<file path="src/rtl/uart_rx_if.sv">
// Receive-side handshake bundle for uart_rx: byte/valid/ready plus the error pulses.
interface uart_rx_if #(
    parameter int DATA_BITS = 8
);
    logic [DATA_BITS-1:0] data;
    logic                 valid;
    logic                 ready;
    logic                 frame_err;
    logic                 overrun;
    logic                 parity_err;

    modport master (
        output data, valid, frame_err, overrun, parity_err,
        input  ready
    );

    modport slave (
        input  data, valid, frame_err, overrun, parity_err,
        output ready
    );
endinterface

</file>
<file path="src/rtl/uart_rx.sv">
// UART receiver: 2-flop synchroniser, mid-bit sampling with a down-counting baud timer.
// Optional even-parity checking is compiled in with UART_RX_PARITY_EN.
//
// state     | meaning
// IDLE      | line high, waiting for a falling edge
// START     | confirming the start bit at its mid-point
// DATA      | sampling data bits, LSB first
// PARITY    | sampling the even-parity bit (UART_RX_PARITY_EN only)
// STOP      | sampling the stop bit, delivering the byte
// WAIT_HIGH | bad stop / break: waiting for the line to return high
module uart_rx #(
    parameter int CLKS_PER_BIT = 10417,
    parameter int DATA_BITS    = 8
) (
    input  logic       clk,
    input  logic       nreset,
    input  logic       rx,
    uart_rx_if.master  bus
);
    localparam int TW = $clog2(CLKS_PER_BIT);
    localparam int IW = $clog2(DATA_BITS);
    localparam logic [TW-1:0] FULL = TW'(CLKS_PER_BIT - 1);
    localparam logic [TW-1:0] HALF = TW'(CLKS_PER_BIT / 2 - 1);
    localparam logic [IW-1:0] LAST = IW'(DATA_BITS - 1);

    localparam logic [2:0] IDLE      = 3'd0;
    localparam logic [2:0] START     = 3'd1;
    localparam logic [2:0] DATA      = 3'd2;
`ifdef UART_RX_PARITY_EN
    localparam logic [2:0] PARITY    = 3'd3;
`endif
    localparam logic [2:0] STOP      = 3'd4;
    localparam logic [2:0] WAIT_HIGH = 3'd5;

    logic                 rx_m;
    logic                 rx_s;
    logic [2:0]           state;
    logic [TW-1:0]        timer;
    logic [IW-1:0]        bit_idx;
    logic [DATA_BITS-1:0] shreg;
    logic [DATA_BITS-1:0] data_q;
    logic                 valid_q;
    logic                 fe_q;
    logic                 ov_q;
    logic                 tick;

    // Both stages reset high so reset release never looks like a start bit.
    always_ff @(posedge clk or negedge nreset) begin
        if (!nreset) begin
            rx_m <= 1'b1;
            rx_s <= 1'b1;
        end else begin
            rx_m <= rx;
            rx_s <= rx_m;
        end
    end

    assign tick = (timer == '0);

`ifdef UART_RX_PARITY_EN
    logic par_bad;
    logic pe_q;
`endif

    always_ff @(posedge clk or negedge nreset) begin
        if (!nreset) begin
            state   <= IDLE;
            timer   <= '0;
            bit_idx <= '0;
            shreg   <= '0;
            data_q  <= '0;
            valid_q <= 1'b0;
            fe_q    <= 1'b0;
            ov_q    <= 1'b0;
`ifdef UART_RX_PARITY_EN
            par_bad <= 1'b0;
            pe_q    <= 1'b0;
`endif
        end else begin
            fe_q  <= 1'b0;
            ov_q  <= 1'b0;
`ifdef UART_RX_PARITY_EN
            pe_q  <= 1'b0;
`endif
            timer <= tick ? FULL : timer - 1'b1;
            if (valid_q && bus.ready)
                valid_q <= 1'b0;

            case (state)
                IDLE: begin
                    if (!rx_s) begin
                        state <= START;
                        timer <= HALF;
                    end
                end
                START: begin
                    if (tick) begin
                        if (!rx_s) begin
                            state   <= DATA;
                            timer   <= FULL;
                            bit_idx <= LAST;
                        end else begin
                            state <= IDLE;
                        end
                    end
                end
                DATA: begin
                    if (tick) begin
                        shreg   <= {rx_s, shreg[DATA_BITS-1:1]};
                        bit_idx <= bit_idx - 1'b1;
                        if (bit_idx == '0)
`ifdef UART_RX_PARITY_EN
                            state <= PARITY;
`else
                            state <= STOP;
`endif
                    end
                end
`ifdef UART_RX_PARITY_EN
                PARITY: begin
                    if (tick) begin
                        par_bad <= ^{shreg, rx_s};
                        state   <= STOP;
                    end
                end
`endif
                STOP: begin
                    if (tick) begin
                        if (rx_s) begin
                            state <= IDLE;
                            // An unaccepted byte wins; the new one is dropped.
                            if (!valid_q || bus.ready) begin
                                data_q  <= shreg;
                                valid_q <= 1'b1;
                            end else begin
                                ov_q <= 1'b1;
                            end
`ifdef UART_RX_PARITY_EN
                            pe_q <= par_bad;
`endif
                        end else begin
                            fe_q  <= 1'b1;
                            state <= WAIT_HIGH;
                        end
                    end
                end
                WAIT_HIGH: begin
                    if (rx_s)
                        state <= IDLE;
                end
                default: state <= IDLE;
            endcase
        end
    end

    assign bus.data      = data_q;
    assign bus.valid     = valid_q;
    assign bus.frame_err = fe_q;
    assign bus.overrun   = ov_q;
`ifdef UART_RX_PARITY_EN
    assign bus.parity_err = pe_q;
`else
    assign bus.parity_err = 1'b0;
`endif
endmodule

</file>
<file path="src/flat_wrapper.sv">
// flat-port wrapper written by rule: the top's interface ports become plain ports
module uart_rx_flat 
#(
    parameter int CLKS_PER_BIT = 10417,
    parameter int DATA_BITS    = 8
)
  (clk, nreset, rx, bus_data, bus_valid, bus_frame_err, bus_overrun, bus_parity_err, bus_ready);
  uart_rx_if #(.DATA_BITS(DATA_BITS)) bus_i ();
  input  logic clk;
  input  logic nreset;
  input  logic rx;
  output wire logic [$bits(bus_i.data)-1:0] bus_data;
  output wire logic [$bits(bus_i.valid)-1:0] bus_valid;
  output wire logic [$bits(bus_i.frame_err)-1:0] bus_frame_err;
  output wire logic [$bits(bus_i.overrun)-1:0] bus_overrun;
  output wire logic [$bits(bus_i.parity_err)-1:0] bus_parity_err;
  input wire logic [$bits(bus_i.ready)-1:0] bus_ready;
  assign bus_data = bus_i.data;
  assign bus_valid = bus_i.valid;
  assign bus_frame_err = bus_i.frame_err;
  assign bus_overrun = bus_i.overrun;
  assign bus_parity_err = bus_i.parity_err;
  assign bus_i.ready = bus_ready;
  uart_rx #(.CLKS_PER_BIT(CLKS_PER_BIT), .DATA_BITS(DATA_BITS)) u_core (.clk(clk), .nreset(nreset), .rx(rx), .bus(bus_i));
endmodule
</file>
<file path="config.mk">
export PLATFORM = sky130hd
export DESIGN_NAME = uart_rx_flat
export DESIGN_NICKNAME = d
export VERILOG_FILES = /design/src/rtl/uart_rx_if.sv /design/src/rtl/uart_rx.sv /design/src/flat_wrapper.sv
export SDC_FILE = /design/constraint.sdc
export NUM_CORES = 1
export LEC_CHECK = 0
export BUFFER_PORTS_ARGS = -buffer_cell sky130_fd_sc_hd__buf_2
export CORE_MARGIN = 10
export CORE_UTILIZATION = 45
export DETAILED_ROUTE_END_ITERATION = 10
export SLEW_MARGIN = 20
export SYNTH_ARGS = -nofsm -noshare
export SYNTH_HDL_FRONTEND = slang
export SYNTH_SLANG_ARGS = --single-unit
</file>
<file path="constraint.sdc">
create_clock -name clk -period 2.8 [get_ports clk]
set_clock_uncertainty 0.1 [all_clocks]
set_input_delay 0.42 -clock clk [delete_from_list [all_inputs] [get_ports clk]]
set_output_delay 0.42 -clock clk [all_outputs]
set_load 0.005 [all_outputs]
</file>
==> impl_results.md, run 1 <==
- Normalized max-slew margin: 40.89%
- CTS Sinks: 41
- Min-Delay Path Class: input port to flip-flop
- Post-CTS Hold Buffers: 0
- Setup slack, reg-to-reg: 0.29 ns
- Root Buffer: clkbuf_8
- LEAKAGE: 0.9982 nW
- Status: finished clean
- Startpoint types: flip-flop
- Minimum clock period: 2.506 ns
- Peak VDD IR: 0.2298 mV
- Reg2reg path depth: 6
- Fmax achieved: 0.3991 GHz
- Yosys top cell area share: 51.72%
- Die Height: 84.75 um
- Setup TNS: 0 ns
- Pre-CTS setup slack: 0.3166 ns
- Crit-path max FO: 8
- Synth Flop Type: dfrtp_1
- Core area: 4029 um^2
- Cell Rows: 23
- CTS Buffer Depth: 2
- Power Dens Cells: 515.1 nW/um^2
- Number of remaining DRC errors: 0
- Required @ worst endpoint: 2.89 ns
- Dpl cell area: 1999 um^2
- Setup crit start: u_core.timer[0]
- Pin count of the biggest net entering global routing: 42
- Setup crit end: u_core.shreg[3]
- Post-synth EDFFs: 0
- DRT Pass-1 Iters: 4
- Die area: 7183 um^2
- Total vias in the final route: 1279
- Seq/Total Area, Yosys: 54.51%
- RR Endpoint: u_core.shreg[3]
- N_diodes: 0
- Yosys warnings: 0
- Starting Density: 46.83%
- Wire per inst: 16.00 um
- CP Class: flip-flop to flip-flop
- CP Capture Type: flip-flop
- Mean area per synthesized cell: 11.72 um^2
- Vias in the first global route: 1218
- Area occupied by registers: 1028 um^2
- Post-CTS setup buffers: 0
- Post-DR vias/cell: 5.585
- Worst-Skew Late Latency: 0.29 ns
- Post-Syn Area: 1887 um^2
- Initial antenna violation count: 0
- Final period util: 89.48%
- Final ANT Viol Nets: 0
- Die Wd: 84.75 um
- IO buf count: 14
- Cells after Synth: 161
- TritonCTS clock tree: built
- Leading cell types in the layout, fill and taps excluded: 39 x dfrtp_1, 14 x buf_2, 11 x a21oi_1
- #FFs+latches synth: 41
- Worst Tran Pin Value: 0.8867 ns
- Worst-path clk slew: 0.08 ns
- Unrepaired setup endpoints after global routing: false
- Max_cap viols: 0
- Commonest non-fill, non-tap cell in the layout: dfrtp_1
- Iter 0 DRT Violations: 96
- Gr ovfl total: 0
- PnR worst setup slack: 0.2944 ns
- First-pass GRT wire length: 6120 um
- Top post-synthesis cells by area: dfrtp_1 52%, mux2_2 6.0%, mux2_4 4.8%
- Worst Path Arrival: 2.59 ns
- Synth area leader: dfrtp_1
- Final WL: 3664 um
- Post-Syn Nets: 168
- Synth-to-Final Area Change: 12.07%
- Placer Congestion: 0.8108
- Pins Over Slew Limit: 0
- GRT Overall Usage: 10.42%
- Multi-input gate area: 800.8 um^2
- # fillers: 369
- Hold Fails Final Rpt: 0
- H-tree depth: 2
- Post-synth ARST share: 100.0%
- Share of cells above drive strength 1: 26.82%
- PostCTS Resize Cnt: 0
- Design area: 2115 um^2
- I/O pins: 16
- Final nets: 185
- Reg-to-reg startpoint: u_core.timer[0]
- Number of CTS-inserted buffers: 5
- Final HPWL DP: 2586 um
- Synth cell types: 40
- Final setup vio count: 0
worst max-delay path, stage by stage, from the launching register on:
cell     delay (ns)
dfrtp_1        0.42
inv_1          0.07
ha_1           0.19
nor4b_1        0.39
nand4_2        0.29
or3_1          0.59
mux2_4         0.35
state kept, by name, indices dropped and copies added, names as in the netlist:
signal,flops
u_core.bus.frame_err,1
u_core.rx_m,1
u_core.state,3
u_core.timer,14
u_core.bit_idx,3
u_core.shreg,8
u_core.rx_s,1
u_core.bus.overrun,1
u_core.bus.valid,1
u_core.bus.data,8
Yosys cell counts, types with 2 or more instances:
| library cell | n |
|---|---|
| dfrtp_1 | 39 |
| a21oi_1 | 11 |
| mux2_2 | 10 |
| o21ai_0 | 9 |
| nor2_1 | 8 |
| nand2_1 | 7 |
| inv_1 | 6 |
| mux2_4 | 6 |
| nand3_1 | 6 |
| nor3_1 | 5 |
| nor4_1 | 4 |
| or4_1 | 4 |
| xnor2_1 | 4 |
| clkbuf_1 | 3 |
| ha_1 | 3 |
| nor3b_1 | 3 |
| o31ai_1 | 3 |
| or3_1 | 3 |
| xor2_1 | 3 |
| dfstp_2 | 2 |
| nand2b_1 | 2 |
| or3b_2 | 2 |
layer usage:
metal  track usage (%)  share of wire, %  wire (um)  up-vias
met4             3.593               1.4         52        0
li1                  -                 -          -      617
met5                 0                 0          0        -
met3             4.251               5.6        206        6
met1             13.76                49       1782      633
met2             14.96                44       1622       23
report_power, final:
group | leakage [nW] | internal, mW | switching (mW) | total [mW]
clock network | 0.0543 | 0.267 | 0.211 | 0.478
registers | 0.530 | 0.594 | 0.00178 | 0.596
logic | 0.414 | 0.00253 | 0.0125 | 0.0150
total | 0.998 | 0.863 | 0.226 | 1.09
worst min-delay path by stage:
stage / startpoint / end / slack (ns) / cells after the start
4_1_cts: rx / u_core.rx_m / 0.11 / 1
5_1_grt: rx / u_core.rx_m / 0.1 / 1
3_5_place_dp: u_core.rx_m / u_core.rx_s / 0.25 / 0
3_3_place_gp: u_core.rx_m / u_core.rx_s / 0.25 / 0
6_report: rx / u_core.rx_m / 0.12 / 1
2_1_floorplan: nreset / u_core.bit_idx[0] / 0.02 / 0
final cells by class:
cell class / count / area share, %
flip-flops and latches: 41 / 48.64
well taps: 50 / 2.959
inverters: 6 / 1.065
clock inverters: 3 / 2.189
clock buffers: 5 / 3.254
multi-input cells: 108 / 37.87
repair buffers: 16 / 4.024
per-stage QoR:
stage	hold slack [ns]	utilization, %	total power [mW]	std cells
after floorplan	0.02441	-	0.6102	161
after global placement	0.2464	49.63	0.6232	221
after detailed placement	0.2478	49.63	0.6237	221
after CTS	0.1061	52.48	1.103	229
after global routing	0.09645	52.48	1.136	229
final	0.1159	52.48	1.089	229
cells by family (layout without fill, tap and decap cells):
group	count (synthesis)	in the layout	share of synthesized area [%]
AO/OA/AOI/OAI	27	27	8.223
AND/OR/NAND/NOR	54	54	18.04
multiplexers	16	16	10.74
adder cells (fa/ha/maj)	3	3	1.990
other	1	1	0.1987
flip-flops	41	41	54.51
buffers and inverters	12	30	3.050
XOR/XNOR	7	7	3.249
No activity file was read; power rests on OpenSTA's default activity.
==> run 2, diff against run 1 <==
==> constraint.sdc (replaced) <==
create_clock -name clk -period 2.8 [get_ports clk]
set_clock_uncertainty 0.1 [all_clocks]
set_input_delay 0.14 -clock clk [delete_from_list [all_inputs] [get_ports clk]]
set_output_delay 0.14 -clock clk [all_outputs]
set_load 0.005 [all_outputs]
==> impl_results.md, run 2 (synthesis results as in run 1) <==
- Status: finished clean
- LEAKAGE: 1.007 nW
- Crit-path max FO: 8
- Final nets: 187
- RR Endpoint: u_core.shreg[3]
- Reg-to-reg startpoint: u_core.timer[0]
- Iter 0 DRT Violations: 100
- Number of CTS-inserted buffers: 5
- Final WL: 3658 um
- Final ANT Viol Nets: 0
- Unrepaired setup endpoints after global routing: false
- Reg2reg path depth: 6
- Normalized max-slew margin: 40.97%
- Leading cell types in the layout, fill and taps excluded: 39 x dfrtp_1, 14 x buf_2, 11 x a21oi_1
- I/O pins: 16
- Die Wd: 84.75 um
- First-pass GRT wire length: 6134 um
- Vias in the first global route: 1217
- Top reg by flops: u_core.timer
- Worst Tran Pin Value: 0.8855 ns
- Share of cells above drive strength 1: 26.52%
- Hold Fails Final Rpt: 0
- Number of remaining DRC errors: 0
- CTS Buffer Depth: 2
- IO buf count: 14
- Synth-to-Final Area Change: 13.13%
- Number of flip-flops under the largest register name: 14
- TritonCTS clock tree: built
- Initial antenna violation count: 0
- Startpoint types: flip-flop
- GRT Overall Usage: 10.44%
- H-tree depth: 2
- Final period util: 89.45%
- Gr ovfl total: 0
- PostCTS Resize Cnt: 0
- Cell Rows: 23
- Worst Hold Depth: 3
- Min-Delay Path Class: input port to flip-flop
- Final HPWL DP: 2586 um
- Pins Over Slew Limit: 0
- Worst Path Arrival: 2.59 ns
- DRT Pass-1 Iters: 4
- Wire per inst: 15.84 um
- PnR worst setup slack: 0.2953 ns
- Worst Hold Path EP: u_core.bus.overrun
- HP Start: bus_ready
- Die Height: 84.75 um
- Final setup vio count: 0
- Worst-path clk slew: 0.08 ns
- Power Dens Cells: 511.6 nW/um^2
- Pre-CTS setup slack: 0.3166 ns
- Placer Congestion: 0.8108
- Required @ worst endpoint: 2.89 ns
- Max_cap viols: 0
- Die area: 7183 um^2
- CP Class: flip-flop to flip-flop
- N_diodes: 0
- Pin count of the biggest net entering global routing: 42
- Core area: 4029 um^2
- CTS Sinks: 41
- Peak VDD IR: 0.2297 mV
- Post-CTS Hold Buffers: 2
- Post-CTS setup buffers: 0
- Post-DR vias/cell: 5.610
- CP Capture Type: flip-flop
- Total vias in the final route: 1296
- Root Buffer: clkbuf_8
- Starting Density: 46.83%
- Commonest non-fill, non-tap cell in the layout: dfrtp_1
- Fmax achieved: 0.3993 GHz
- Worst-Skew Late Latency: 0.30 ns
- Setup slack, reg-to-reg: 0.30 ns
- Setup TNS: 0 ns
- Minimum clock period: 2.505 ns
run 2: changes by cell type in the layout (fill, tap and decap cells not counted):
cell,change
dlygate4sd3_1,+2
run 2: cell type report:
class	instances	area (um^2)
multi-input combinational	108	800.8
clock buffer	5	68.82
clock inverter	3	46.29
inverter	6	22.52
timing repair buffer	18	105.1
fill	366	1894
sequential	41	1028
tap	50	62.56
run 2: worst max-delay path by stage:
| stage | start | to | slack, ns |
|---|---|---|---|
| final | u_core.timer[0] | u_core.shreg[3] | 0.30 |
| after detailed placement | u_core.timer[0] | u_core.shreg[3] | 0.32 |
| after global placement | u_core.timer[0] | u_core.shreg[3] | 0.36 |
| after floorplan | u_core.timer[0] | u_core.shreg[0] | 0.54 |
| after global routing | u_core.timer[0] | u_core.bus.data[5] | 0.11 |
| after CTS | u_core.timer[0] | u_core.shreg[3] | 0.30 |
run 2: worst max-delay path, stage by stage (launching register included):
cell,delay [ns]
dfrtp_1,0.42
inv_1,0.07
ha_1,0.18
nor4b_1,0.39
nand4_2,0.30
or3_1,0.59
mux2_4,0.35
run 2: metal layers:
| metal | track usage (%) | routed length [um] |
|---|---|---|
| met4 | 3.593 | 52 |
| met3 | 4.348 | 230 |
| met5 | 0 | 0 |
| met1 | 13.70 | 1740 |
| met2 | 15.03 | 1634 |
run 2: per-stage QoR:
stage / hold slack, ns / instance area [um^2] / power [mW] / utilization, % / cells
after floorplan: -0.2556 / 1887 / 0.6102 / - / 161
after global placement: 0.1445 / 1999 / 0.6232 / 49.63 / 221
after detailed placement: 0.1467 / 1999 / 0.6237 / 49.63 / 221
after CTS: 0.06225 / 2135 / 1.105 / 52.98 / 231
after global routing: 0.08418 / 2135 / 1.138 / 52.98 / 231
final: 0.06533 / 2135 / 1.092 / 52.98 / 231
run 2: where the power goes:
group          total (mW)  internal, mW  leakage, nW  switching, mW
Sequential          0.596         0.594        0.530        0.00180
Clock               0.479         0.267       0.0543          0.212
Combinational      0.0171       0.00431        0.422         0.0127
Total                1.09         0.865         1.01          0.227
==> run 3, diff against run 2 <==
--- a/config.mk
+++ b/config.mk
@@ -8,5 +8,6 @@
 export BUFFER_PORTS_ARGS = -buffer_cell sky130_fd_sc_hd__buf_2
-export CORE_MARGIN = 10
+export CORE_MARGIN = 4
 export CORE_UTILIZATION = 45
 export DETAILED_ROUTE_END_ITERATION = 10
+export PLACE_DENSITY = 0.65
 export SLEW_MARGIN = 20
==> constraint.sdc (replaced) <==
create_clock -name clk -period 2.25 [get_ports clk]
set_clock_uncertainty 0.1 [all_clocks]
set_input_delay 0.3375 -clock clk [delete_from_list [all_inputs] [get_ports clk]]
set_output_delay 0.3375 -clock clk [all_outputs]
set_load 0.005 [all_outputs]
==> impl_results.md, run 3 (synthesis results as in run 1) <==
- Minimum clock period: 2.211 ns
- DRT Pass-1 Iters: 5
- LEAKAGE: 1.072 nW
- Worst Path Arrival: 2.35 ns
- RR Endpoint: u_core.timer[10]
- Crit-path max FO: 5
- Final nets: 197
- Reg2reg path depth: 6
- Die Height: 72.75 um
- Placer Congestion: 0.8295
- I/O pins: 16
- Cell Rows: 23
- GRT Overall Usage: 15.51%
- Worst-Skew Late Latency: 0.30 ns
- Final HPWL DP: 2721 um
- Iter 0 DRT Violations: 112
- CP Capture Type: flip-flop
- Power Total: 1.478 mW
- Number of flip-flops under the largest register name: 14
- Fin Hold WS: -0.01244 ns
- Power Dens Cells: 651.2 nW/um^2
- Hold Fails Final Rpt: 22
- # fillers: 343
- Required @ worst endpoint: 2.38 ns
- Die Wd: 72.75 um
- Final period util: 98.29%
- Gr ovfl total: 0
- Post-CTS Hold Buffers: 0
- Number of remaining DRC errors: 0
- H-tree depth: 2
- Peak VDD IR: 0.3797 mV
- Post-DR vias/cell: 5.589
- IO buf count: 14
- Wire per inst: 15.76 um
- Commonest non-fill, non-tap cell in the layout: dfrtp_1
- Startpoint types: flip-flop
- First-pass GRT wire length: 6299 um
- Final setup vio count: 0
- Min-Delay Path Class: input port to asynchronous set/reset pin
- CP Class: flip-flop to flip-flop
- N_diodes: 0
- PnR worst setup slack: 0.03853 ns
- Setup slack, reg-to-reg: 0.04 ns
- Root Buffer: clkbuf_8
- Max_cap viols: 0
- Status: complete, but fails checks
- Normalized max-slew margin: 63.69%
- Post-Route Utilization: 56.34%
- Fmax achieved: 0.4522 GHz
- Reg-to-reg startpoint: u_core.timer[1]
- Top reg by flops: u_core.timer
- Pre-CTS setup slack: 0.02004 ns
- Number of CTS-inserted buffers: 5
- Final WL: 3798 um
- Share of cells above drive strength 1: 34.55%
- Setup TNS: 0 ns
- Initial antenna violation count: 0
- Worst Tran Pin Value: 0.5397 ns
- Total vias in the final route: 1347
- Final ANT Viol Nets: 0
- CTS Buffer Depth: 2
- Core area: 4029 um^2
- Pin count of the biggest net entering global routing: 42
- Violated checks: negative hold slack
- Synth-to-Final Area Change: 20.29%
- Leading cell types in the layout, fill and taps excluded: 39 x dfrtp_1, 14 x buf_2, 13 x buf_4
- Die area: 5293 um^2
- Pins Over Slew Limit: 0
- Worst-path clk slew: 0.08 ns
- Vias in the first global route: 1340
- Starting Density: 46.83%
- CTS Sinks: 41
- TritonCTS clock tree: built
run 3: how the worst max path moves through the flow:
stage | end | from | slack (ns) | depth (start not counted)
floorplan | u_core.timer[10] | u_core.timer[0] | 0.001 | 7
global placement | u_core.shreg[7] | u_core.timer[1] | 0.09 | 6
detailed placement | u_core.shreg[0] | u_core.timer[1] | 0.02 | 6
CTS | u_core.timer[10] | u_core.timer[1] | 0.02 | 6
global route | u_core.timer[10] | u_core.timer[1] | -0.02 | 6
finish | u_core.timer[10] | u_core.timer[1] | 0.04 | 6
run 3: routing by layer:
layer	part of all wire, %	vias up	GRT usage, %
met5	0	-	0
met4	1.4	0	5.533
met3	4.0	8	5.096
met2	49	31	24.15
met1	45	666	20.25
li1	-	642	-
run 3: where the power goes:
part | leakage, nW | switching (mW) | internal, mW
Sequential | 0.530 | 0.00231 | 0.739
Combinational | 0.473 | 0.0156 | 0.00427
Clock | 0.0687 | 0.270 | 0.447
run 3: through the flow:
step / std cells / cell area [um^2] / hold WS [ns]
floorplan: 161 / 1893 / -0.05809
global placement: 232 / 2101 / 0.2486
detailed placement: 232 / 2101 / 0.2472
CTS: 240 / 2243 / 0.01081
global route: 241 / 2270 / 0.02275
finish: 241 / 2270 / -0.01244
run 3: final cells by class:
type	count	area (um^2)	area share [%]
Sequential cell	41	1028	45.31
Timing Repair Buffer	28	187.7	8.269
Multi-Input combinational cell	108	830.8	36.60
Inverter	6	22.52	0.9923
Clock buffer	5	68.82	3.032
Clock inverter	3	68.82	3.032
Tap cell	50	62.56	2.756
run 3: timing repair:
action                     CTS  global route
buffers inserted             0             1
resized for setup            1             5
setup endpoints to repair    1            18
pin swaps                    0             1
run 3: critical path, stage by stage (launching register included):
cell	delay, ns
dfrtp_1	0.38
inv_1	0.10
ha_4	0.16
or3b_4	0.39
or4_4	0.46
or4_4	0.49
nand3_1	0.09
